[src/rtl/multi_input_conditioner.sv]
// multi_input_conditioner: per-channel synchronizer, debouncer, edge pulses and sticky edge flags
module multi_input_conditioner #(
  parameter int CHANNELS = 4,
  parameter int COUNTERWIDTH = 3,
  parameter int WAITTIME = 3,
  parameter int SYNCSTAGES = 2,
  parameter logic [CHANNELS-1:0] RESETLEVEL = {CHANNELS{1'b0}}
) (
  input  logic                clk,
  input  logic                reset,
  input  logic [CHANNELS-1:0] noisysignal,
  output logic [CHANNELS-1:0] conditioned,
  output logic [CHANNELS-1:0] positiveedge,
  output logic [CHANNELS-1:0] negativeedge,
  output logic                anyedge,
  output logic [CHANNELS-1:0] posflag,
  output logic [CHANNELS-1:0] negflag,
  input  logic [CHANNELS-1:0] clearflags
);
  logic [CHANNELS-1:0] sync_q [SYNCSTAGES];
  logic [COUNTERWIDTH-1:0] cnt [CHANNELS];
  logic [CHANNELS-1:0] sync, differ, done;
  assign sync = sync_q[SYNCSTAGES-1];
  assign differ = sync ^ conditioned;
  assign anyedge = |{positiveedge, negativeedge};
  always_comb begin
    done = '0;
    for (int c = 0; c < CHANNELS; c++) done[c] = differ[c] && cnt[c] == COUNTERWIDTH'(WAITTIME);
  end
  always_ff @(posedge clk or posedge reset) begin
    if (reset) begin
      for (int s = 0; s < SYNCSTAGES; s++) sync_q[s] <= RESETLEVEL;
      for (int c = 0; c < CHANNELS; c++) cnt[c] <= '0;
      conditioned <= RESETLEVEL;
      positiveedge <= '0;
      negativeedge <= '0;
      posflag <= '0;
      negflag <= '0;
    end else begin
      sync_q[0] <= noisysignal;
      for (int s = 1; s < SYNCSTAGES; s++) sync_q[s] <= sync_q[s-1];
      // counter only runs while the input disagrees and stops at WAITTIME, so it never wraps
      for (int c = 0; c < CHANNELS; c++) cnt[c] <= (differ[c] && !done[c]) ? cnt[c] + 1'b1 : '0;
      conditioned <= conditioned ^ done;
      positiveedge <= done & sync;
      negativeedge <= done & ~sync;
      posflag <= (done & sync) | (posflag & ~clearflags);
      negflag <= (done & ~sync) | (negflag & ~clearflags);
    end
  end
endmodule
[config.mk]
export PLATFORM = sky130hd
export DESIGN_NAME = multi_input_conditioner
export DESIGN_NICKNAME = d
export VERILOG_FILES = /design/src/rtl/multi_input_conditioner.sv
export SDC_FILE = /design/constraint.sdc
export NUM_CORES = 1
export LEC_CHECK = 0
export ABC_AREA = 1
export CAP_MARGIN = 20
export CORE_UTILIZATION = 45
export DETAILED_ROUTE_END_ITERATION = 8
export PLACE_DENSITY = 0.76
export SYNTH_ARGS = -nofsm -noshare
export SYNTH_HDL_FRONTEND = slang
export SYNTH_SLANG_ARGS = --single-unit
[constraint.sdc]
create_clock -name clk -period 1.45 [get_ports clk]
set_clock_uncertainty 0.05 [all_clocks]
set_input_delay 0.29 -clock clk [delete_from_list [all_inputs] [get_ports clk]]
set_output_delay 0.29 -clock clk [all_outputs]
set_load 0.01 [all_outputs]
==> metrics.cfg, run 1 <==
[detailed_routing]
vias = 1013
totalWireLength_mm = 2.50
antenna_left = 0
drt-initial-drc-count = 39
vias_per_cell = 4.56
wl_per_cell_microns = 11.3
drt_pass1_iterations = 4
route.detailed.drc = 0

[cts]
clkSinkCount = 40
insertion_delay_ns = 0.33
cts_tree = built
ctsHoldBuffers = 0
htree_levels = 2
cts-root-buf = clkbuf_4
path_clk_slew_ns = 0.11
cts_buffers = 5
clock_path_buffers = 2

[die]
die_y_microns = 59.4
initial_core_util = 0.481
chipWidth_microns = 59.4
rows = 20
coreArea_sq_mm = 0.00308
dieArea_sq_mm = 0.00353
pin_count = 31

[grt]
grt_use_met2 = 0.305
grt_use_total = 0.168
met1_usage = 0.179
use_met3 = 0.0459
overflow = 0
grt_pass1_vias = 1032
grt_pass1_wl_mm = 4.21
grt_max_degree = 41
grt-busiest-layer = met2
antenna_found_initial = 0

[worst_setup_path]
arrival_ns = 1.08
r2r-end = cnt[11]
worst-endpoint-required_ns = 1.11
timing.rr.start = cnt[9]
reg2reg_depth = 5
worstSetupStartpointType = flop
rrSetupSlack_ns = 0.19
crit_path_end_kind = output pin
setup.worst_path.class = flop to output pin
critPathMaxFanout = 2

[synth]
syn_avg_cell_area_sq_um = 11.1
syn_area_sq_mm = 0.00148
ys_ff_latch = 40
ys_warn_count = 0
synth_fp_nets = 152
yosysSeqAreaShare = 0.676
syn_inst = 134
yosysUniqueCellTypes = 11

[timing]
slew_headroom = 0.862
fin_crit_sh = 0.978
setup_violations = 0
finalHoldViolCount = 0
drv_slew = 0
rsz0062_at_grt = true
fin_crit_ns = 1.42
holdWs_ns = 0.257
max_freq_mhz = 705
tightest_slew_ns = 0.207

[placement]
place_area_sq_mm = 0.00189
gp_routability_congestion = 0.762
io_buffers = 30
dpl.hpwl_mm = 1.85

[power]
p_leak_nw = 1.04
ir_drop_mv = 0.838
switching_share = 0.307
powerDensity_mw_per_mm2 = 1580
switchingPower_mw = 0.937
combinationalPowerShare = 0.298
seqPwrFrac = 0.475
total_power_mw = 3.06
p_int_mw = 2.12
p_clk_frac = 0.227

[final_layout]
final_nets = 195
design_area_sq_mm = 0.00194
nFillCells = 272
n_antenna_cell = 0
fin_util = 0.630
syn2layout_area_growth_pct = 31.0
multiInputGateArea_sq_um = 372
seq_area_sq_mm = 0.00100
drive_gt1_frac = 0.135

[status]
outcome = finished clean

[hold_path]
hp-class = input port to asynchronous set/reset pin

[run]
max_cap_violations = 0

synth_stat cells:
| cell type | n | area share |
|---|---|---|
| dfrtp_1 | 40 | 0.68 |
| ha_1 | 8 | 0.068 |
| inv_1 | 25 | 0.063 |
| inv_2 | 4 | 0.010 |
| nand2_1 | 14 | 0.035 |
| nand2_2 | 2 | 0.0084 |
| nand3_2 | 4 | 0.027 |
| nand4_1 | 1 | 0.0042 |
| nor2_1 | 24 | 0.061 |
| o21ai_0 | 4 | 0.014 |
| o22ai_1 | 8 | 0.034 |
per-stage QoR:
step	TNS (ns)	setup WS [ns]	std cells
4_1_cts	0	0.00941	222
3_5_place_dp	0	0.0456	213
6_report	0	0.0324	222
5_1_grt	-0.0445	-0.0445	222
3_3_place_gp	0	0.0897	213
2_1_floorplan	0	0.192	134
critical path, cell delays in order, from the launching register on:
cell and delay, ns:
dfrtp_1 0.41, nor2_1 0.11, nand4_1 0.08, buf_2 0.15
cell usage in the layout, fill, tap and decap left out, types with 2 or more instances in the layout:
master / instances
nand2_1: 14
o22ai_1: 8
buf_4: 5
ha_1: 8
inv_2: 4
nand3_2: 4
nand2_2: 2
inv_1: 25
clkdlybuf4s50_1: 9
clkbuf_4: 5
nor2_1: 24
dlygate4sd2_1: 20
dfrtp_1: 40
o21ai_0: 4
power by group through the flow:
stage | logic [mW] | registers, mW | clock network, mW
global placement | 0.934 | 1.46 | 0
CTS | 0.930 | 1.46 | 0.718
global route | 1.05 | 1.48 | 0.773
finish | 0.912 | 1.45 | 0.694
detailed placement | 0.985 | 1.49 | 0
floorplan | 0.459 | 1.55 | 0
sequential cells by signal, indices dropped and copies added (netlist names), named ones only:
name	count
cnt	12
negativeedge	4
negflag	4
posflag	4
positiveedge	4
sync	4
sync_q	4
worst max path at each step:
stage	startpoint	to	cells after the start
after floorplan	reset	asynchronous set/reset pin	1
after global placement	positiveedge[3]	anyedge	3
after detailed placement	positiveedge[0]	anyedge	3
after CTS	positiveedge[0]	anyedge	3
after global routing	negativeedge[0]	anyedge	3
final	positiveedge[0]	anyedge	3
final cells by class:
type                    instances  share of cell area
clock inverters                 2              0.0181
flip-flops and latches         40               0.516
multi-input cells              65               0.191
well taps                      44              0.0284
clock buffers                   6              0.0213
repair buffers                 36               0.169
inverters                      29              0.0561
timing repair:
item	CTS	global route
endpoints found under the setup margin	21	1
setup buffers	1	0
pin swaps	0	3
gates resized for setup	24	0
cells by family after synthesis:
| logic type | share of synthesized area |
|---|---|
| and+or+nand+nor | 0.136 |
| DFF | 0.676 |
| adders and majority gates | 0.0676 |
| buffers and inverters | 0.0735 |
| AOI/OAI and AO/OA | 0.0473 |
per-layer routing:
metal  routed length, microns  share of wire  vias up
li1                         -              -      501
met1                     1000           0.40      483
met2                     1350           0.54       25
met3                      127          0.051        4
met4                       26          0.010        0
met5                        0              0        -
No activity file was read; power rests on OpenSTA's default activity.
==> run 2: changes to the inputs <==
Settings changed: PLACE_DENSITY 0.76 to 0.68.
==> run 2 against run 1 <==
Via count shrank 3.8%. Worst setup slack better by 0.012 ns. Non-clock buffer count shrank 1. Combinational power is 3.3% lower. Die area unchanged. Register-to-register slack is essentially flat. Largest cell class unchanged.
==> metrics.cfg, run 2 (same netlist as run 1, synthesis figures left out) <==
[cts]
clock_path_buffers = 2  ; unchanged
path_clk_slew_ns = 0.10  ; about the same
ctsHoldBuffers = 0  ; unchanged
cts_buffers = 5  ; unchanged
insertion_delay_ns = 0.33  ; about the same
cts_tree = built
clkSinkCount = 40  ; unchanged
cts-root-buf = clkbuf_4
htree_levels = 2  ; unchanged

[worst_setup_path]
reg2reg_depth = 5  ; unchanged
timing.rr.start = cnt[0]
setup.worst_path.class = flop to output pin
crit_path_end_kind = output pin
crit_start = positiveedge[3]
arrival_ns = 1.07  ; about the same
critPathMaxFanout = 2  ; unchanged
worstSetupStartpointType = flop
worst-endpoint-required_ns = 1.11  ; about the same

[grt]
grt_max_degree = 41  ; unchanged
overflow = 0  ; unchanged
grt_pass1_vias = 944  ; -8.5%
grt_use_total = 0.159  ; -0.00933
antenna_found_initial = 0  ; unchanged
grt_pass1_wl_mm = 3.92  ; -6.9%

[final_layout]
largest_reg_flops = 12  ; unchanged
fin_util = 0.622  ; -0.00813
drive_gt1_frac = 0.124  ; -0.0105
nFillCells = 274  ; +0.74%
final_cell_mix = dfrtp_1, inv_1, nor2_1
seq_area_sq_mm = 0.00100  ; unchanged
multiInputGateArea_sq_um = 372  ; unchanged
design_area_sq_mm = 0.00192  ; -1.3%
final_nets = 194  ; -0.51%
final_cells = 221  ; -0.45%
n_antenna_cell = 0  ; unchanged
syn2layout_area_growth_pct = 29.3
final_common_cell = dfrtp_1
regMostFlops = cnt

[power]
total_power_mw = 2.89  ; -5.6%
switching_share = 0.313  ; +0.00627
combinationalPowerShare = 0.306  ; +0.008
switchingPower_mw = 0.903  ; -3.7%
p_int_mw = 1.98  ; -6.5%
ir_drop_mv = 0.847  ; +1.0%
p_clk_frac = 0.192  ; -0.035
powerDensity_mw_per_mm2 = 1510  ; -4.4%
seqPwrFrac = 0.502  ; +0.027
p_leak_nw = 1.03  ; -1.4%

[run]
max_cap_violations = 0  ; unchanged

[detailed_routing]
antenna_left = 0  ; unchanged
totalWireLength_mm = 2.27  ; -9.5%
vias = 975  ; -3.8%
route.detailed.drc = 0  ; unchanged
drt-initial-drc-count = 14  ; -64%
wl_per_cell_microns = 10.3  ; -9.1%
drt_pass1_iterations = 2  ; -2
vias_per_cell = 4.41  ; -3.3%

[die]
chipWidth_microns = 59.4  ; unchanged
initial_core_util = 0.481  ; unchanged
coreArea_sq_mm = 0.00308  ; unchanged
pin_count = 31  ; unchanged
die_y_microns = 59.4  ; unchanged
dieArea_sq_mm = 0.00353  ; unchanged
rows = 20  ; unchanged

[placement]
dpl.hpwl_mm = 1.74  ; -6.2%
dp_cells = 213  ; unchanged
io_buffers = 30  ; unchanged
gp_routability_congestion = 0.736  ; -3.5%
place_area_sq_mm = 0.00189  ; unchanged

[timing]
tightest_slew_ns = 0.204  ; -0.00284 ns
drv_slew = 0  ; unchanged
slew_headroom = 0.864  ; +0.00190
setup_violations = 0  ; unchanged
max_freq_mhz = 712  ; +0.87%
fin_crit_ns = 1.41  ; -0.0123 ns
fin_crit_sh = 0.969  ; -0.00846
finalHoldViolCount = 0  ; unchanged
rsz0062_at_grt = true

[status]
outcome = finished clean

[hold_path]
hp-class = input port to asynchronous set/reset pin

[run 2: cell count changes in the layout (fill, tap and decap cells not counted)]
| cell | previous run | this run |
|---|---|---|
| clkbuf_8 | 0 | 1 |
| clkinv_2 | 1 | 0 |
| bufinv_16 | 1 | 0 |
| buf_4 | 5 | 4 |
| clkbuf_1 | 1 | 2 |
[run 2: final timing paths]
path / endpoint / slack, ns
min: posflag[1] / 0.25
max: anyedge / 0.04
min reg2reg: sync[0] / 0.31
max reg2reg: cnt[0] / 0.20
min in group clk: sync[0] / 0.31
max in group asynchronous: sync[0] / 0.92
[run 2: layer usage]
| metal | track usage | vias to the layer above | routed length, microns |
|---|---|---|---|
| met2 | 0.268 | 25 | 1130 |
| met4 | 0.102 | 0 | 47 |
| met1 | 0.173 | 447 | 955 |
| met3 | 0.0480 | 5 | 138 |
| li1 | - | 498 | - |
| met5 | 0 | - | 0 |
[run 2: stage by stage]
step / hold slack, ns / setup TNS [ns] / setup slack (ns)
after floorplan: 0.271 / 0 / 0.192
after global placement: 0.283 / 0 / 0.0842
after detailed placement: 0.286 / 0 / 0.0523
after CTS: 0.241 / -0.132 / -0.132
after global routing: 0.245 / -0.0101 / -0.0101
final: 0.246 / 0 / 0.0447
[run 2: area by class of cell]
cell class	instances	area share
multi-input combinational	65	0.194
inverter	29	0.0568
tap	44	0.0287
clock buffer	8	0.0307
timing repair buffer	35	0.167
sequential	40	0.523
[run 2: critical path: stages, from the launching register on]
cell     delay, ns
dfrtp_1       0.39
nor2_1        0.12
nand4_1       0.09
buf_2         0.14
[run 2: timing repair]
action                     in CTS  in global routing
gates cloned                    0                  0
pin swaps                       0                  4
setup endpoints to repair      21                  1
setup buffers                   0                  0
gates resized for setup        21                  3
[run 2: power groups by stage]
stage / Combinational, mW / Clock [mW] / Sequential [mW]
final: 0.882 / 0.555 / 1.45
after global routing: 1.03 / 0.638 / 1.48
after CTS: 0.901 / 0.582 / 1.45
after detailed placement: 0.973 / 0 / 1.48
after global placement: 0.941 / 0 / 1.47
after floorplan: 0.459 / 0 / 1.55
==> run 3: changes to the inputs <==
Settings changed: CELL_PAD_IN_SITES_DETAIL_PLACEMENT set to 1, CELL_PAD_IN_SITES_GLOBAL_PLACEMENT set to 1, CORE_UTILIZATION 45 to 38, PLACE_DENSITY 0.68 to 0.73.
==> run 3 against run 2 <==
Non-clock buffer count is the same. Flip-flop and latch count unchanged. Combinational power is 2.5% higher. Sequential share of layout area decreased by 1.0 points. Worst hold slack improved by 0.057 ns. Utilization is 9.3 points lower. Via count up 7.2%. Global-route usage down 0.20 points. Total power rose by 6.7%. Cell count increased by 1.8%. Final area increased by 2.0%. Register-to-register slack hardly changed. Largest power group unchanged.
==> metrics.cfg, run 3 (same netlist as run 1, synthesis figures left out) <==
[grt]
grt_pass1_vias = 1124  ; +19%
grt_pass1_wl_mm = 4.85  ; +24%
antenna_found_initial = 0  ; unchanged
grt_use_total = 0.157  ; -0.00202
grt_max_degree = 41  ; unchanged
overflow = 0  ; unchanged

[die]
chipWidth_microns = 64.4  ; +8.5%
initial_core_util = 0.402  ; -0.0797
pin_count = 31  ; unchanged
coreArea_sq_mm = 0.00369  ; +20%
dieArea_sq_mm = 0.00415  ; +18%
rows = 22  ; +10%
die_y_microns = 64.4  ; +8.5%

[cts]
insertion_delay_ns = 0.28  ; -0.05 ns
cts_buffers = 5  ; unchanged
clkSinkCount = 40  ; unchanged
cts_tree = built
path_clk_slew_ns = 0.07  ; -0.03 ns
cts-root-buf = clkbuf_8
clock_path_buffers = 2  ; unchanged
htree_levels = 2  ; unchanged
post_cts_buffers = 0  ; unchanged

[final_layout]
nFillCells = 422  ; +54%
final_common_cell = dfrtp_1
n_antenna_cell = 0  ; unchanged
regMostFlops = cnt
multiInputGateArea_sq_um = 372  ; unchanged
final_cell_mix = dfrtp_1, inv_1, nor2_1
final_nets = 194  ; unchanged
seq_area_sq_mm = 0.00100  ; unchanged
drive_gt1_frac = 0.136  ; +0.0113
design_area_sq_mm = 0.00195  ; +2.0%
syn2layout_area_growth_pct = 31.9
largest_reg_flops = 12  ; unchanged

[timing]
max_freq_mhz = 738  ; +3.7%
setup_violations = 0  ; unchanged
fin_crit_sh = 0.934  ; -0.0349
fin_crit_ns = 1.35  ; -0.0506 ns
rsz0062_at_grt = false
fin_tns_setup_ns = 0  ; unchanged
slew_headroom = 0.863  ; about the same
finalHoldViolCount = 0  ; unchanged
tightest_slew_ns = 0.206  ; +0.00112 ns
drv_slew = 0  ; unchanged

[placement]
dpl.hpwl_mm = 2.04  ; +18%
gp_routability_congestion = 0.741  ; +0.73%
io_buffers = 30  ; unchanged
place_area_sq_mm = 0.00189  ; +0.26%

[hold_path]
hp-class = flop to flop
hold_path_depth = 0

[worst_setup_path]
setup.worst_path.class = flop to output pin
critPathMaxFanout = 2  ; unchanged
arrival_ns = 1.01  ; -0.06 ns
crit_path_end_kind = output pin
worstSetupStartpointType = flop
worst-endpoint-required_ns = 1.11  ; about the same
reg2reg_depth = 5  ; unchanged

[power]
powerDensity_mw_per_mm2 = 1580  ; +4.6%
p_leak_nw = 1.05  ; +1.8%
ir_drop_mv = 0.824  ; -2.6%

[detailed_routing]
vias = 1045  ; +7.2%
totalWireLength_mm = 2.58  ; +14%
antenna_left = 0  ; unchanged
route.detailed.drc = 0  ; unchanged
vias_per_cell = 4.64  ; +5.3%
drt-initial-drc-count = 29  ; +15
wl_per_cell_microns = 11.5  ; +12%
drt_pass1_iterations = 4  ; +2

[status]
outcome = finished clean

[run]
max_cap_violations = 0  ; unchanged

run 3: cell types whose count changed in the layout (fill, tap and decap cells not counted):
cell	change
clkbuf_4	-5
clkbuf_1	-2
clkbuf_8	+5
clkinv_2	+2
run 3: power breakdown:
part | switching, mW | internal (mW)
registers | 0.0984 | 1.35
logic | 0.505 | 0.399
clock network | 0.347 | 0.379
run 3: path summary, 6_finish.rpt:
check / start / end / slack, ns
worst min register to register: sync_q[6] / sync[2] / 0.30
worst max register to register: cnt[6] / cnt[6] / 0.21
max in group asynchronous: reset / cnt[9] / 0.85
worst max-delay path: positiveedge[3] / anyedge / 0.1
worst min-delay path: sync_q[6] / sync[2] / 0.30
min in group asynchronous: reset / positiveedge[2] / 0.32
run 3: final cells by class:
class	count	share of cell area
clock buffer	6	0.0423
tap	48	0.0307
multi-input combinational	65	0.190
inverter	29	0.0557
clock inverter	2	0.00512
timing repair buffer	35	0.164
sequential	40	0.512
run 3: metal layers:
metal,track usage,up-vias,wire length (microns)
li1,-,494,-
met1,0.174,523,1040
met2,0.272,23,1350
met3,0.0440,5,124
met4,0.0833,0,61
met5,0,-,0
run 3: repair_timing:
action | CTS | global route
hold buffers | 0 | 0
endpoints found under the setup margin | 21 | 0
gates resized for setup | 24 | 0
run 3: critical path, stage by stage, from the launching register on:
cell and delay (ns):
dfrtp_1 0.39, nor2_1 0.11, nand4_1 0.09, buf_2 0.14
run 3: stage by stage:
| step | util | total power [mW] | hold slack, ns | cells | setup WS (ns) |
|---|---|---|---|---|---|
| floorplan | - | 2.01 | 0.271 | 134 | 0.192 |
| global placement | 0.513 | 2.41 | 0.283 | 217 | 0.0799 |
| detailed placement | 0.513 | 2.49 | 0.289 | 217 | 0.0476 |
| CTS | 0.530 | 3.15 | 0.308 | 225 | 0.0747 |
| global route | 0.530 | 3.35 | 0.317 | 225 | 0.00162 |
| finish | 0.530 | 3.08 | 0.303 | 225 | 0.0952 |
